==> config.mk <==
export PLATFORM = sky130hd
export DESIGN_NAME = tt_probe3
export DESIGN_NICKNAME = d
export VERILOG_FILES = /design/src/rtl/tt_probe3.sv
export SDC_FILE = /design/constraint.sdc
export NUM_CORES = 1
export LEC_CHECK = 0
export CELL_PAD_IN_SITES_DETAIL_PLACEMENT = 0
export CELL_PAD_IN_SITES_GLOBAL_PLACEMENT = 1
export CORE_MARGIN = 10
export CORE_UTILIZATION = 40
export CTS_BUF_LIST = sky130_fd_sc_hd__clkbuf_4
export DETAILED_ROUTE_END_ITERATION = 10
export GPL_TIMING_DRIVEN = 0
export PLACE_DENSITY = 0.88
export SLEW_MARGIN = 20
export SYNTH_ARGS = -nofsm -noshare
export SYNTH_HDL_FRONTEND = slang
export SYNTH_SLANG_ARGS = --single-unit
==> constraint.sdc <==
create_clock -name clk -period 2 [get_ports clk]
set_input_delay 0.2 -clock clk [delete_from_list [all_inputs] [get_ports clk]]
set_output_delay 0.2 -clock clk [all_outputs]
set_load 0.1 [all_outputs]
==> src/rtl/tt_probe3.sv <==
// Sequential truth-table reader for a 3-input, 1-output logic block: sweeps rows 0..7,
// double-samples the synchronized response and assembles the 8-bit code (row 0 -> MSB).
//
// state    | meaning
// IDLE     | waiting for start, DUP inputs held at 0
// SETTLE_W | current row driven, down-counter runs SETTLE cycles
// SAMP_A   | first sample of out_s
// SAMP_B   | second sample, stored into tt; advance row or finish
// DONE     | one-cycle done pulse, match valid
module tt_probe3 #(
    parameter int SETTLE = 4
) (
    input  logic       clk,
    input  logic       rst_n,
    input  logic       start,
    input  logic [7:0] expected,
    output logic       in1,
    output logic       in2,
    output logic       in3,
    input  logic       out,
    output logic       busy,
    output logic       done,
    output logic [7:0] tt,
    output logic       match,
    output logic       unstable
);

    typedef enum logic [2:0] {
        IDLE     = 3'd0,
        SETTLE_W = 3'd1,
        SAMP_A   = 3'd2,
        SAMP_B   = 3'd3,
        DONE     = 3'd4
    } state_t;

    localparam logic [7:0] CNT_LOAD = 8'(SETTLE - 1);

    state_t     state;
    state_t     state_nxt;
    logic [1:0] rst_pipe;
    logic       rst_ok;
    logic [1:0] out_sync;
    logic       out_s;
    logic [2:0] row;
    logic [7:0] cnt;
    logic       a_bit;
    logic [7:0] exp_q;
    logic [7:0] tt_nxt;

    assign rst_ok = rst_pipe[1];
    assign out_s  = out_sync[1];

    // Assertion is immediate through rst_n; release takes effect two edges later.
    always_ff @(posedge clk or negedge rst_n) begin
        if (!rst_n) begin
            rst_pipe <= 2'b00;
        end else begin
            rst_pipe <= {rst_pipe[0], 1'b1};
        end
    end

    always_ff @(posedge clk or negedge rst_n) begin
        if (!rst_n) begin
            out_sync <= 2'b00;
        end else if (!rst_ok) begin
            out_sync <= 2'b00;
        end else begin
            out_sync <= {out_sync[0], out};
        end
    end

    always_ff @(posedge clk or negedge rst_n) begin
        if (!rst_n) begin
            state <= IDLE;
        end else if (!rst_ok) begin
            state <= IDLE;
        end else begin
            state <= state_nxt;
        end
    end

    always_comb begin
        state_nxt = state;
        case (state)
            IDLE:     if (start) state_nxt = SETTLE_W;
            SETTLE_W: if (cnt == 8'd0) state_nxt = SAMP_A;
            SAMP_A:   state_nxt = SAMP_B;
            SAMP_B:   state_nxt = (row == 3'd7) ? DONE : SETTLE_W;
            DONE:     state_nxt = IDLE;
            default:  state_nxt = IDLE;
        endcase
    end

    always_comb begin
        busy = (state == SETTLE_W) || (state == SAMP_A) || (state == SAMP_B);
        done = (state == DONE);
        {in1, in2, in3} = busy ? row : 3'b000;
    end

    // Row r lands in bit 7-r, i.e. bit index ~r.
    always_comb begin
        tt_nxt       = tt;
        tt_nxt[~row] = out_s;
    end

    always_ff @(posedge clk or negedge rst_n) begin
        if (!rst_n) begin
            row      <= 3'd0;
            cnt      <= 8'd0;
            a_bit    <= 1'b0;
            exp_q    <= 8'h00;
            tt       <= 8'h00;
            match    <= 1'b0;
            unstable <= 1'b0;
        end else if (!rst_ok) begin
            row      <= 3'd0;
            cnt      <= 8'd0;
            a_bit    <= 1'b0;
            exp_q    <= 8'h00;
            tt       <= 8'h00;
            match    <= 1'b0;
            unstable <= 1'b0;
        end else begin
            case (state)
                IDLE: begin
                    if (start) begin
                        exp_q    <= expected;
                        tt       <= 8'h00;
                        match    <= 1'b0;
                        unstable <= 1'b0;
                        row      <= 3'd0;
                        cnt      <= CNT_LOAD;
                    end
                end
                SETTLE_W: begin
                    if (cnt != 8'd0) cnt <= cnt - 8'd1;
                end
                SAMP_A: begin
                    a_bit <= out_s;
                end
                SAMP_B: begin
                    tt <= tt_nxt;
                    if (out_s != a_bit) unstable <= 1'b1;
                    // match is resolved here so it is already valid during DONE.
                    if (row == 3'd7) begin
                        match <= (tt_nxt == exp_q);
                    end else begin
                        row <= row + 3'd1;
                        cnt <= CNT_LOAD;
                    end
                end
                default: ;
            endcase
        end
    end

endmodule
==> results of run 1 <==
-- where the power goes --
part	switching [mW]	internal [mW]	total, mW
Combinational	0.419	0.320	0.739
Clock	0.257	0.148	0.405
Sequential	0.0849	0.827	0.912
Total	0.761	1.29	2.06
-- state kept, by name (all words and copies together), names as in the netlist --
register,count
a_bit,1
cnt,8
exp_q,8
match,1
out_sync,2
row,3
rst_pipe,2
state,3
tt,8
unstable,1
-- layout make-up --
cell class / count / area [um2]
Sequential cell: 37 / 925.9
Buffer: 11 / 83.83
Inverter: 14 / 52.55
Clock inverter: 2 / 10.01
Tap cell: 70 / 87.58
Clock buffer: 6 / 45.04
Multi-Input combinational cell: 167 / 1139
Timing Repair Buffer: 35 / 310.3
Antenna cell: 1 / 2.502
Fill cell: 519 / 2484
-- worst reg2reg max path: cells and delay by family (launching register included) --
kind            cells  cell delay (ns)
compound gates      4             0.67
simple gates        1             0.44
flops               1             0.40
fa+ha+maj           2             0.37
-- layer usage --
layer / wire length (um) / GRT usage [%] / share of wire [%] / vias up
li1: - / - / - / 899
met1: 2570 / 16.66 / 50 / 882
met2: 2248 / 17.52 / 44 / 51
met3: 237 / 3.118 / 4.6 / 6
met4: 87 / 5.013 / 1.7 / 0
met5: 0 / 0 / 0 / -
-- worst min path at each step --
| stage | end | slack [ns] |
|---|---|---|
| after floorplan | a_bit | -0.1 |
| after global placement | rst_pipe[1] | 0.33 |
| after detailed placement | cnt[2] | 0.05 |
| after CTS | cnt[1] | 0.20 |
| after global routing | cnt[2] | 0.22 |
| final | cnt[1] | 0.23 |
-- timing repair --
item                       in CTS  in global routing
resized for setup              41                 11
setup buffers                   7                  0
setup endpoints to repair      24                 15
pin swaps                       5                  5
hold buffers                    1                  0
hold endpoints to repair       37                  0
-- stage by stage --
stage | cell area, um2 | instances | hold slack, ns | TNS (ns) | total power [mW]
6_report | 2656 | 343 | 0.2269 | 0 | 2.056
5_1_grt | 2656 | 343 | 0.2181 | -0.04069 | 2.175
4_1_cts | 2626 | 344 | 0.1993 | -0.01785 | 2.030
3_5_place_dp | 2520 | 328 | 0.04958 | -2.149 | 1.576
3_3_place_gp | 2505 | 327 | 0.3326 | -7.643 | 1.566
2_1_floorplan | 2157 | 231 | -0.09559 | 0 | 1.412
-- kinds of logic after synthesis --
group / after synthesis / synth area share (%)
compound gates: 57 / 17.55
xor+xnor: 9 / 3.674
fa+ha+maj: 4 / 2.332
buf+inv: 27 / 6.530
flops: 37 / 43.15
mux: 10 / 5.014
other cells: 1 / 0.1748
simple gates: 86 / 21.57
-- Yosys cell counts, drive strengths merged (2+ instances only) --
cell	count
nand3	14
a31oi	2
xor2	6
o2111ai	3
and2	8
nor2b	3
nor3b	5
clkbuf	9
mux2	3
nor2	19
inv	14
or4	2
o22ai	3
nand4	3
nand2	15
ha	4
nand3b	3
buf	4
nand2b	2
o21ai	22
a21oi	11
nor3	5
o31ai	4
o211ai	2
a22o	2
xnor2	3
nor4	2
dfrtp	37
mux2i	7
==> impl_metrics.env, run 1 <==
export IMPL_grt_overflow=0
export IMPL_numCtsBuffers=5
export IMPL_crit_chain="ha_2, ha_4, a21bo_1, a21oi_4, o211ai_2, or4_4, a21oi_2"
export IMPL_die_area_um2=8694
export IMPL_hold_class="input port to asynchronous set/reset pin"
export IMPL_path_clk_slew_ns=0.12
export IMPL_finalSetupViolCount=0
export IMPL_start_util_pct=41.75
export IMPL_synth_area_um2=2146
export IMPL_period_minus_slack_ns=1.948
export IMPL_endpoint="cnt[5]"
export IMPL_critPathSlowestCell="or4_4"
export IMPL_detailedPlace_worstSlack_ns=-0.5144
export IMPL_antenna_left=0
export IMPL_critPathMaxFanout=6
export IMPL_synthTopCellsByArea="dfrtp_1, o21ai_0, nor2_1"
export IMPL_vias_per_cell=5.359
export IMPL_worst_path_stages=7
export IMPL_path_delay_family="compound AO/OA/AOI/OAI gates"
export IMPL_reg2regPathDepth=7
export IMPL_slew_violations=0
export IMPL_p_leak_nw=1.225
export IMPL_final_common_cell="dfrtp_1"
export IMPL_route_detailed_drc=0
export IMPL_grt_max_degree=33
export IMPL_yosysUniqueCellTypes=51
export IMPL_final_hold_viol_count=0
export IMPL_grt_pass1_wl_um=8507
export IMPL_cts_sinks=37
export IMPL_timing_final_ws_setup_ns=0.05193
export IMPL_antenna_found_initial=1
export IMPL_netlist_instances=231
export IMPL_final_cell_mix="dfrtp_1, o21ai_0, nor2_1"
export IMPL_dieWidth_um=93.24
export IMPL_drive_gt1_share_pct=19.49
export IMPL_crit_buf_inv=0
export IMPL_yosysTopAreaCell="dfrtp_1"
export IMPL_syn_avg_cell_area_um2=9.289
export IMPL_crit_arrival_ns=2.23
export IMPL_utilization_pct=51.68
export IMPL_die_h_um=93.24
export IMPL_synth_seq_cells=37
export IMPL_vias=1838
export IMPL_htreeDepth=2
export IMPL_io_buffers=26
export IMPL_slowest_delay_ns=0.44
export IMPL_crit_path_start_kind="flop"
export IMPL_fp_coreArea_um2=5140
export IMPL_endpoint_kind="flop"
export IMPL_irDropWorstVdd_uv=395.8
export IMPL_nNetsFinal=287
export IMPL_power_density_nw_per_um2=773.9
export IMPL_r2r_start="row[1]"
export IMPL_fin_crit_sh_pct=97.40
export IMPL_clock_latency_ns=0.34
export IMPL_drt_iter0_markers=198
export IMPL_cts_tree="done"
export IMPL_rows=26
export IMPL_relSlewSlack_pct=35.39
export IMPL_io_pins=27
export IMPL_synthArstFlopShare_pct=100.0
export IMPL_required_ns=2.28
export IMPL_synthFlopType="dfrtp_1"
export IMPL_synth_edf_count=0
export IMPL_startpoint="row[1]"
export IMPL_r2r_end="cnt[5]"
export IMPL_first_global_vias=1730
export IMPL_firstDrtPassIters=4
export IMPL_syn_num_nets=247
export IMPL_area_growth_pct=23.79
export IMPL_regToRegSetupSlack_ns=0.05
export IMPL_yosysSeqAreaShare_pct=43.15
export IMPL_worstMarginPinSlew_ns=0.9730
export IMPL_root_buffer="clkbuf_4"
export IMPL_clock_skew_ns=0.005916
export IMPL_status="complete, no violations"
export IMPL_rsz0062_at_grt="yes"
export IMPL_clock_path_buffers=2
export IMPL_yosysWarningCount=0
export IMPL_track_usage_pct=12.13
export IMPL_post_dp_hpwl_um=3694
export IMPL_yosysTopAreaCellShare_pct=43.15
export IMPL_max_cap_violations=0
export IMPL_avgRoutedWirePerCell_um=15.00
export IMPL_max_freq_mhz=513.3
export IMPL_criticalPathCategory="flop to flop"
export IMPL_totalWireLength_um=5144
export IMPL_place_gp_congestion=0.8054
Note: power is estimated with default switching activity, not from simulation.
==> run 2, diff against run 1 <==
Settings changed: PLACE_DENSITY 0.88 to default, PLACE_DENSITY_LB_ADDON from default to 0.2.
==> run 2 against run 1 <==
Non-clock buffer count did not move. Sequential cell count unchanged. Combinational power grew 2%. Maximum frequency is 0.62% lower. Setup slack got worse by 0.012 ns. Clock skew is 0.012 ns higher. Sequential power about the same. Routed wire length is 3.1% higher. Design area increased by 1.5%. Critical path type unchanged. Register-to-register slack is essentially flat. Count of clock-buffer cells in the layout unchanged. Critical path depth did not move. Highest routed layer unchanged.
==> impl_metrics.env, run 2 (synthesis gave the netlist of run 1 again) <==
export IMPL_status="complete, no violations"
export IMPL_top_regs="cnt (8), exp_q (8), tt (8)"
export IMPL_p_leak_nw=1.239
export IMPL_slew_violations=0
export IMPL_r2r_start="row[0]"
export IMPL_cts_tree="done"
export IMPL_start_util_pct=41.75
export IMPL_avgRoutedWirePerCell_um=15.51
export IMPL_diodes=0
export IMPL_root_buffer="clkbuf_4"
export IMPL_grt_overflow=0
export IMPL_wl_met1_um=2643
export IMPL_totalWireLength_um=5305
export IMPL_criticalPathCategory="flop to flop"
export IMPL_crit_chain="ha_2, ha_4, a21bo_1, a21oi_4, o211ai_2, or4_4, a21oi_2"
export IMPL_numCtsBuffers=5
export IMPL_hold_class="input port to asynchronous set/reset pin"
export IMPL_endpoint_kind="flop"
export IMPL_post_dp_hpwl_um=3845
export IMPL_wl_met2_um=2389
export IMPL_max_freq_mhz=510.2
export IMPL_die_h_um=93.24
export IMPL_finalSetupViolCount=0
export IMPL_drt_iter0_markers=104
export IMPL_route_detailed_drc=0
export IMPL_startpoint="row[0]"
export IMPL_postLayoutCellArea_um2=2696
export IMPL_rows=26
export IMPL_fin_crit_sh_pct=98.01
export IMPL_drive_gt1_share_pct=21.32
export IMPL_final_hold_viol_count=0
export IMPL_grt_pass1_wl_um=9211
export IMPL_die_area_um2=8694
export IMPL_area_growth_pct=25.66
export IMPL_nNetsFinal=287
export IMPL_regToRegSetupSlack_ns=0.04
export IMPL_period_minus_slack_ns=1.960
export IMPL_critPathSlowestCell="or4_4"
export IMPL_reg2regPathDepth=7
export IMPL_worstMarginPinSlew_ns=0.9729
export IMPL_endpoint="cnt[5]"
export IMPL_finalNonFillerCells=342
export IMPL_dieWidth_um=93.24
export IMPL_setup_tns_ns=0
export IMPL_power_density_nw_per_um2=815.2
export IMPL_grt_max_degree=25
export IMPL_first_global_vias=1853
export IMPL_crit_arrival_ns=2.23
export IMPL_track_usage_pct=12.83
export IMPL_crit_path_start_kind="flop"
export IMPL_top_layer="met4"
export IMPL_place_area_um2=2520
export IMPL_fp_coreArea_um2=5140
export IMPL_final_common_cell="dfrtp_1"
export IMPL_final_cell_mix="dfrtp_1, o21ai_0, nor2_1, nand2_1"
export IMPL_vias_per_cell=5.307
export IMPL_utilization_pct=52.46
export IMPL_cts_sinks=37
export IMPL_antenna_left=0
export IMPL_critPathMaxFanout=5
export IMPL_relSlewSlack_pct=35.39
export IMPL_slowest_delay_ns=0.44
export IMPL_timing_final_ws_setup_ns=0.03986
export IMPL_max_cap_violations=0
export IMPL_required_ns=2.27
export IMPL_path_clk_slew_ns=0.13
export IMPL_rsz0062_at_grt="yes"
export IMPL_irDropWorstVdd_uv=643.9
export IMPL_r2r_end="cnt[5]"
export IMPL_detailedPlace_worstSlack_ns=-0.5005
export IMPL_clock_path_buffers=2
export IMPL_firstDrtPassIters=4
export IMPL_htreeDepth=2
export IMPL_antenna_found_initial=0
export IMPL_route_met3_wl_um=219
export IMPL_vias=1815
export IMPL_clock_skew_ns=0.01824
export IMPL_clock_latency_ns=0.35
export IMPL_io_pins=27
export IMPL_io_buffers=26
export IMPL_place_gp_congestion=0.7894
export IMPL_placed_cells_incl_taps=328
-- run 2: report_power, final --
group / switching, mW / leakage [nW] / internal (mW)
registers: 0.0847 / 0.496 / 0.827
logic: 0.422 / 0.701 / 0.331
clock network: 0.259 / 0.0433 / 0.274
-- run 2: layer usage --
metal,global-route usage (%),up-vias
met2,19.32,33
met5,0,-
met1,17.42,877
li1,-,899
met3,3.597,6
met4,3.599,0
-- run 2: worst min-delay path by stage --
| stage | startpoint | end | depth (start not counted) | slack (ns) |
|---|---|---|---|---|
| after floorplan | rst_n | a_bit | 0 | -0.1 |
| after global placement | rst_pipe[0] | rst_pipe[1] | 0 | 0.33 |
| after detailed placement | rst_n | state[0] | 1 | 0.13 |
| after CTS | rst_n | state[0] | 2 | 0.27 |
| after global routing | rst_n | state[0] | 2 | 0.29 |
| final | rst_n | state[0] | 2 | 0.27 |
-- run 2: metrics by stage --
| stage | power [mW] | hold WS (ns) |
|---|---|---|
| detailed placement | 1.585 | 0.1337 |
| floorplan | 1.412 | -0.09559 |
| finish | 2.198 | 0.2678 |
| global placement | 1.575 | 0.3313 |
| global route | 2.345 | 0.2881 |
| CTS | 2.140 | 0.2699 |
-- run 2: layout make-up --
cell class / instances / area (um2)
plain buffers: 12 / 86.33
clock buffers: 6 / 45.04
clock inverters: 2 / 33.78
fillers: 521 / 2444
inverters: 14 / 52.55
multi-input cells: 167 / 1156
flip-flops and latches: 37 / 925.9
well taps: 70 / 87.58
repair buffers: 34 / 309.0
-- run 2: worst max-delay path: cells and delay by family, from the launching register on --
family	cells	cell delay (ns)
simple gates	1	0.44
compound gates	4	0.68
flops	1	0.41
fa+ha+maj	2	0.37
-- run 2: repair_timing --
action	CTS	global route
endpoints found under the hold margin	13	0
buffers inserted	4	2
resized for setup	42	14
pin swaps	1	6
hold buffers	1	0
endpoints found under the setup margin	34	16
==> run 3, diff against run 2 <==
Settings changed: CORE_MARGIN 10 to default, CORE_UTILIZATION 40 to 38, CTS_BUF_LIST sky130_fd_sc_hd__clkbuf_4 to default, PLACE_DENSITY_LB_ADDON 0.2 to 0.1.
==> run 3 against run 2 <==
Core utilization down 0.65 points. Count of clock-buffer cells in the layout down 1. Combinational power down 5.6%. Sequential power about the same. Critical path type unchanged. Largest power group unchanged.
==> impl_metrics.env, run 3 (synthesis gave the netlist of run 1 again) <==
export IMPL_status="complete, no violations"
export IMPL_top_regs="cnt (8), exp_q (8), tt (8)"
export IMPL_totalWireLength_um=4919
export IMPL_criticalPathCategory="flop to flop"
export IMPL_max_cap_violations=0
export IMPL_critPathSlowestCell="or4_4"
export IMPL_firstDrtPassIters=4
export IMPL_place_gp_congestion=0.8275
export IMPL_route_detailed_drc=0
export IMPL_seq_area_um2=925.9
export IMPL_die_h_um=77.15
export IMPL_first_global_vias=1669
export IMPL_period_minus_slack_ns=1.944
export IMPL_htreeDepth=2
export IMPL_clock_skew_ns=0.005995
export IMPL_antenna_found_initial=0
export IMPL_die_area_um2=5951
export IMPL_power_frac_comb_pct=29.8
export IMPL_fp_coreArea_um2=5270
export IMPL_rows=26
export IMPL_hold_worst_slack_ns=0.2805
export IMPL_cts_sinks=37
export IMPL_fin_crit_sh_pct=97.21
export IMPL_drive_gt1_share_pct=19.05
export IMPL_path_clk_slew_ns=0.08
export IMPL_slowest_delay_ns=0.42
export IMPL_diodes=0
export IMPL_nFillCells=506
export IMPL_antenna_left=0
export IMPL_grt_overflow=0
export IMPL_nNetsFinal=288
export IMPL_crit_arrival_ns=2.16
export IMPL_crit_chain="ha_2, ha_4, a21bo_1, a21oi_4, o211ai_2, or4_4, a21oi_1"
export IMPL_crit_path_start_kind="flop"
export IMPL_worstMarginPinSlew_ns=0.9668
export IMPL_power_density_nw_per_um2=875.2
export IMPL_grt_pass1_wl_um=8273
export IMPL_final_common_cell="dfrtp_1"
export IMPL_max_freq_mhz=514.3
export IMPL_numCtsBuffers=5
export IMPL_rsz0062_at_grt="yes"
export IMPL_avgRoutedWirePerCell_um=14.34
export IMPL_vias=1803
export IMPL_vias_per_cell=5.257
export IMPL_relSlewSlack_pct=35.44
export IMPL_post_dp_hpwl_um=3516
export IMPL_p_clk_share_pct=32.2
export IMPL_p_seq_share_pct=38.0
export IMPL_p_sw_mw=0.7625
export IMPL_clock_path_buffers=2
export IMPL_p_leak_nw=1.277
export IMPL_multiInputGateArea_um2=1135
export IMPL_io_buffers=26
export IMPL_final_hold_viol_count=0
export IMPL_irDropWorstVdd_uv=518.8
export IMPL_cts_tree="done"
export IMPL_critPathMaxFanout=4
export IMPL_dieWidth_um=77.15
export IMPL_clock_latency_ns=0.29
export IMPL_r2r_start="row[1]"
export IMPL_drt_iter0_markers=87
export IMPL_setup_tns_ns=0
export IMPL_startpoint="row[1]"
export IMPL_switching_share_pct=31.91
export IMPL_track_usage_pct=17.88
export IMPL_internal_power_mw=1.627
export IMPL_area_growth_pct=27.23
export IMPL_required_ns=2.22
export IMPL_finalSetupViolCount=0
export IMPL_io_pins=27
export IMPL_power_mw=2.389
export IMPL_hold_class="input port to asynchronous set/reset pin"
export IMPL_slew_violations=0
export IMPL_start_util_pct=40.72
export IMPL_grt_max_degree=32
export IMPL_root_buffer="clkbuf_8"
export IMPL_endpoint_kind="flop"
export IMPL_final_cell_mix="dfrtp_1, o21ai_0, nor2_1"
-- run 3: cell count changes in the layout (fill, tap and decap cells not counted), moves of 2 or more --
cell | previous run | this run
nor2_2 | 3 | 0
nor2_1 | 15 | 18
clkbuf_4 | 6 | 0
a21oi_1 | 8 | 10
clkbuf_8 | 2 | 7
buf_2 | 3 | 6
a21oi_2 | 2 | 0
buf_4 | 10 | 7
-- run 3: final cells by class --
class	count	area share, %
multi-input combinational	167	41.57
sequential	37	33.91
timing repair buffer	34	11.18
buffer	13	3.300
tap	70	3.208
clock buffer	5	2.521
clock inverter	3	2.383
inverter	14	1.925
-- run 3: power by group through the flow --
stage	combinational, mW	clock (mW)	sequential, mW
after floorplan	0.505	0	0.908
after global placement	0.664	0	0.918
after detailed placement	0.665	0	0.917
after CTS	0.685	0.782	0.902
after global routing	0.793	0.822	0.925
final	0.711	0.770	0.909
-- run 3: final timing paths --
check	to	slack, ns	cells past startpoint
worst max-delay path	cnt[5]	0.06	7
worst min-delay path	cnt[4]	0.28	2
worst max register to register	cnt[5]	0.06	7
worst min register to register	rst_pipe[1]	0.35	0
max in group asynchronous	tt[5]	1.31	3
min in group clk	rst_pipe[1]	0.35	0
-- run 3: worst max-delay path: cells and delay by family (launching register included) --
family	cells	cell delay (ns)
flip-flops	1	0.40
AND/OR/NAND/NOR	1	0.42
AO/OA/AOI/OAI	4	0.68
adder cells (fa/ha/maj)	2	0.36
-- run 3: layer usage --
layer | up-vias | track usage [%] | wire (um) | share of wire (%)
met5 | - | 0 | 0 | 0
met4 | 0 | 5.283 | 66 | 1.3
met3 | 7 | 3.810 | 232 | 4.7
met2 | 41 | 23.89 | 1947 | 40
met1 | 851 | 28.10 | 2672 | 54
li1 | 904 | - | - | -
-- run 3: repair_timing --
item,4_1_cts,5_1_grt
hold endpoints to repair,12,0
hold buffers,1,0
pin swaps,1,4
buffers inserted,4,2
gates resized for setup,36,11
setup endpoints to repair,33,18
-- run 3: through the flow --
| step | cells | cell area (um2) | utilization, % | setup slack [ns] |
|---|---|---|---|---|
| 6_report | 343 | 2730 | 51.80 | 0.05577 |
| 5_1_grt | 343 | 2730 | 51.80 | -0.03941 |
| 4_1_cts | 341 | 2675 | 50.76 | 0.008610 |
| 3_5_place_dp | 328 | 2520 | 47.82 | -0.4656 |
| 3_3_place_gp | 327 | 2505 | 47.53 | -0.4732 |
| 2_1_floorplan | 231 | 2157 | - | 0.02384 |
==> edit (config.mk and constraints of run 1) <==
The 5 states of `state_t` get a one-hot encoding in 5 bits.
--- a/src/rtl/tt_probe3.sv
+++ b/src/rtl/tt_probe3.sv
@@ -25,12 +25,12 @@
     output logic       unstable
 );
 
-    typedef enum logic [2:0] {
-        IDLE     = 3'd0,
-        SETTLE_W = 3'd1,
-        SAMP_A   = 3'd2,
-        SAMP_B   = 3'd3,
-        DONE     = 3'd4
+    typedef enum logic [4:0] {
+        IDLE     = 5'b00001,
+        SETTLE_W = 5'b00010,
+        SAMP_A   = 5'b00100,
+        SAMP_B   = 5'b01000,
+        DONE     = 5'b10000
     } state_t;
 
     localparam logic [7:0] CNT_LOAD = 8'(SETTLE - 1);
Check against the original RTL: no difference found for any inputs over 10 cycles, from zero or initial values and one cycle with rst_n low; not proved beyond that.
==> edit against run 1 <==
  * The flow now finishes with violations (negative setup slack)
  * Cell area up 9.0%
  * Sequential cell count increased by 2
  * Setup slack worse by 0.20 ns
  * Synthesized area rose by 3.0%
  * Die area grew 2.3%
  * Hold slack improved by 0.079 ns
  * Total power fell by 9.3%
  * Non-clock buffer count grew 3
  * Routed wire length is 9.9% higher
  * Largest cell class unchanged
  * Highest routed layer unchanged
==> edit: results (changes against run 1) <==
synthTopCellsByArea: "dfrtp_1, nand2_1, mux2i_1"
setup_slack_ns: -0.145  # -0.197 ns
layout.nonclk_buf_share_pct: 14.3  # -0.58 points
fp.dieW_microns: 94.3  # +1.2%
setup_viol: 9  # +9
grt_pass1_wl_microns: 9270  # +9.0%
post_drt_wl_per_cell_microns: 15.8  # +5.3%
grt_pass1_vias: 1846  # +6.7%
dpl.hpwl_microns: 3990  # +8.0%
synth_seq_cells: 39  # +5.4%
yosysSeqAreaShare_pct: 44.2  # +1.1 points
cpPeakStageDelay_ns: 0.56  # +0.12 ns
multiInputGateArea_sq_um: 1300  # +14%
violations: "negative setup slack"
post_cts_buffers: 8  # +1
drive_gt1_share_pct: 22.0  # +2.5 points
antenna_found_initial: 0  # -1
avgViaCountPerCell: 5.41  # +0.92%
cts_resized: 58  # +41%
leakagePower_nw: 1.32  # +7.6%
diodes: 0  # -1
synthToLayoutAreaGrowth_pct: 31.0
postSynthNetCount: 256  # +3.6%
status: "complete, but fails checks"
n_all_inverters: 8  # -6
grt_use_met1_pct: 17.1  # +0.40 points
fin_nets: 301  # +4.9%
peakVddDrop_mv: 0.436  # +10%
clockNetworkAreaShare_pct: 2.85  # +0.78 points
edit: logic make-up (layout without fill, tap and decap cells):
group / after synthesis / after routing / synth area share (%)
compound gates: 49 / 49 / 13.8
xor+xnor: 9 / 9 / 3.57
fa+ha+maj: 4 / 4 / 2.27
buf+inv: 19 / 65 / 3.34
flops: 39 / 39 / 44.2
mux: 14 / 14 / 6.80
other cells: 1 / 1 / 0.170
simple gates: 105 / 105 / 25.8
edit: routing by layer:
| metal | wire [microns] | up-vias |
|---|---|---|
| met5 | 0 | - |
| met4 | 66 | 0 |
| met3 | 237 | 7 |
| met2 | 2780 | 47 |
| met1 | 2570 | 950 |
| li1 | - | 932 |
edit: final timing paths:
check / depth (start not counted) / slack (ns) / to / start
worst max-delay path: 5 / -0.14 / cnt[0]$_DFFE_PN0P_ / cnt[5]$_DFFE_PN0P_
worst min register to register: 0 / 0.36 / rst_pipe[1]$_DFF_PN0_ / rst_pipe[0]$_DFF_PN0_
worst max register to register: 5 / -0.14 / cnt[0]$_DFFE_PN0P_ / cnt[5]$_DFFE_PN0P_
max in group asynchronous: 3 / 1.21 / cnt[2]$_DFFE_PN0P_ / rst_n
min in group clk: 0 / 0.36 / rst_pipe[1]$_DFF_PN0_ / rst_pipe[0]$_DFF_PN0_
worst min-delay path: 2 / 0.31 / exp_q[6]$_DFFE_PN0P_ / rst_n
edit: critical path: cells and delay by family, from the launching register on:
family             cells  cell delay, ns
muxes                  1            0.31
DFF                    1            0.40
AOI/OAI and AO/OA      1            0.06
and+or+nand+nor        3            1.27
edit: where the power goes:
group / total (mW) / internal (mW) / switching [mW]
logic: 0.440 / 0.202 / 0.237
clock network: 0.554 / 0.277 / 0.276
registers: 0.871 / 0.830 / 0.0409
total: 1.86 / 1.31 / 0.555
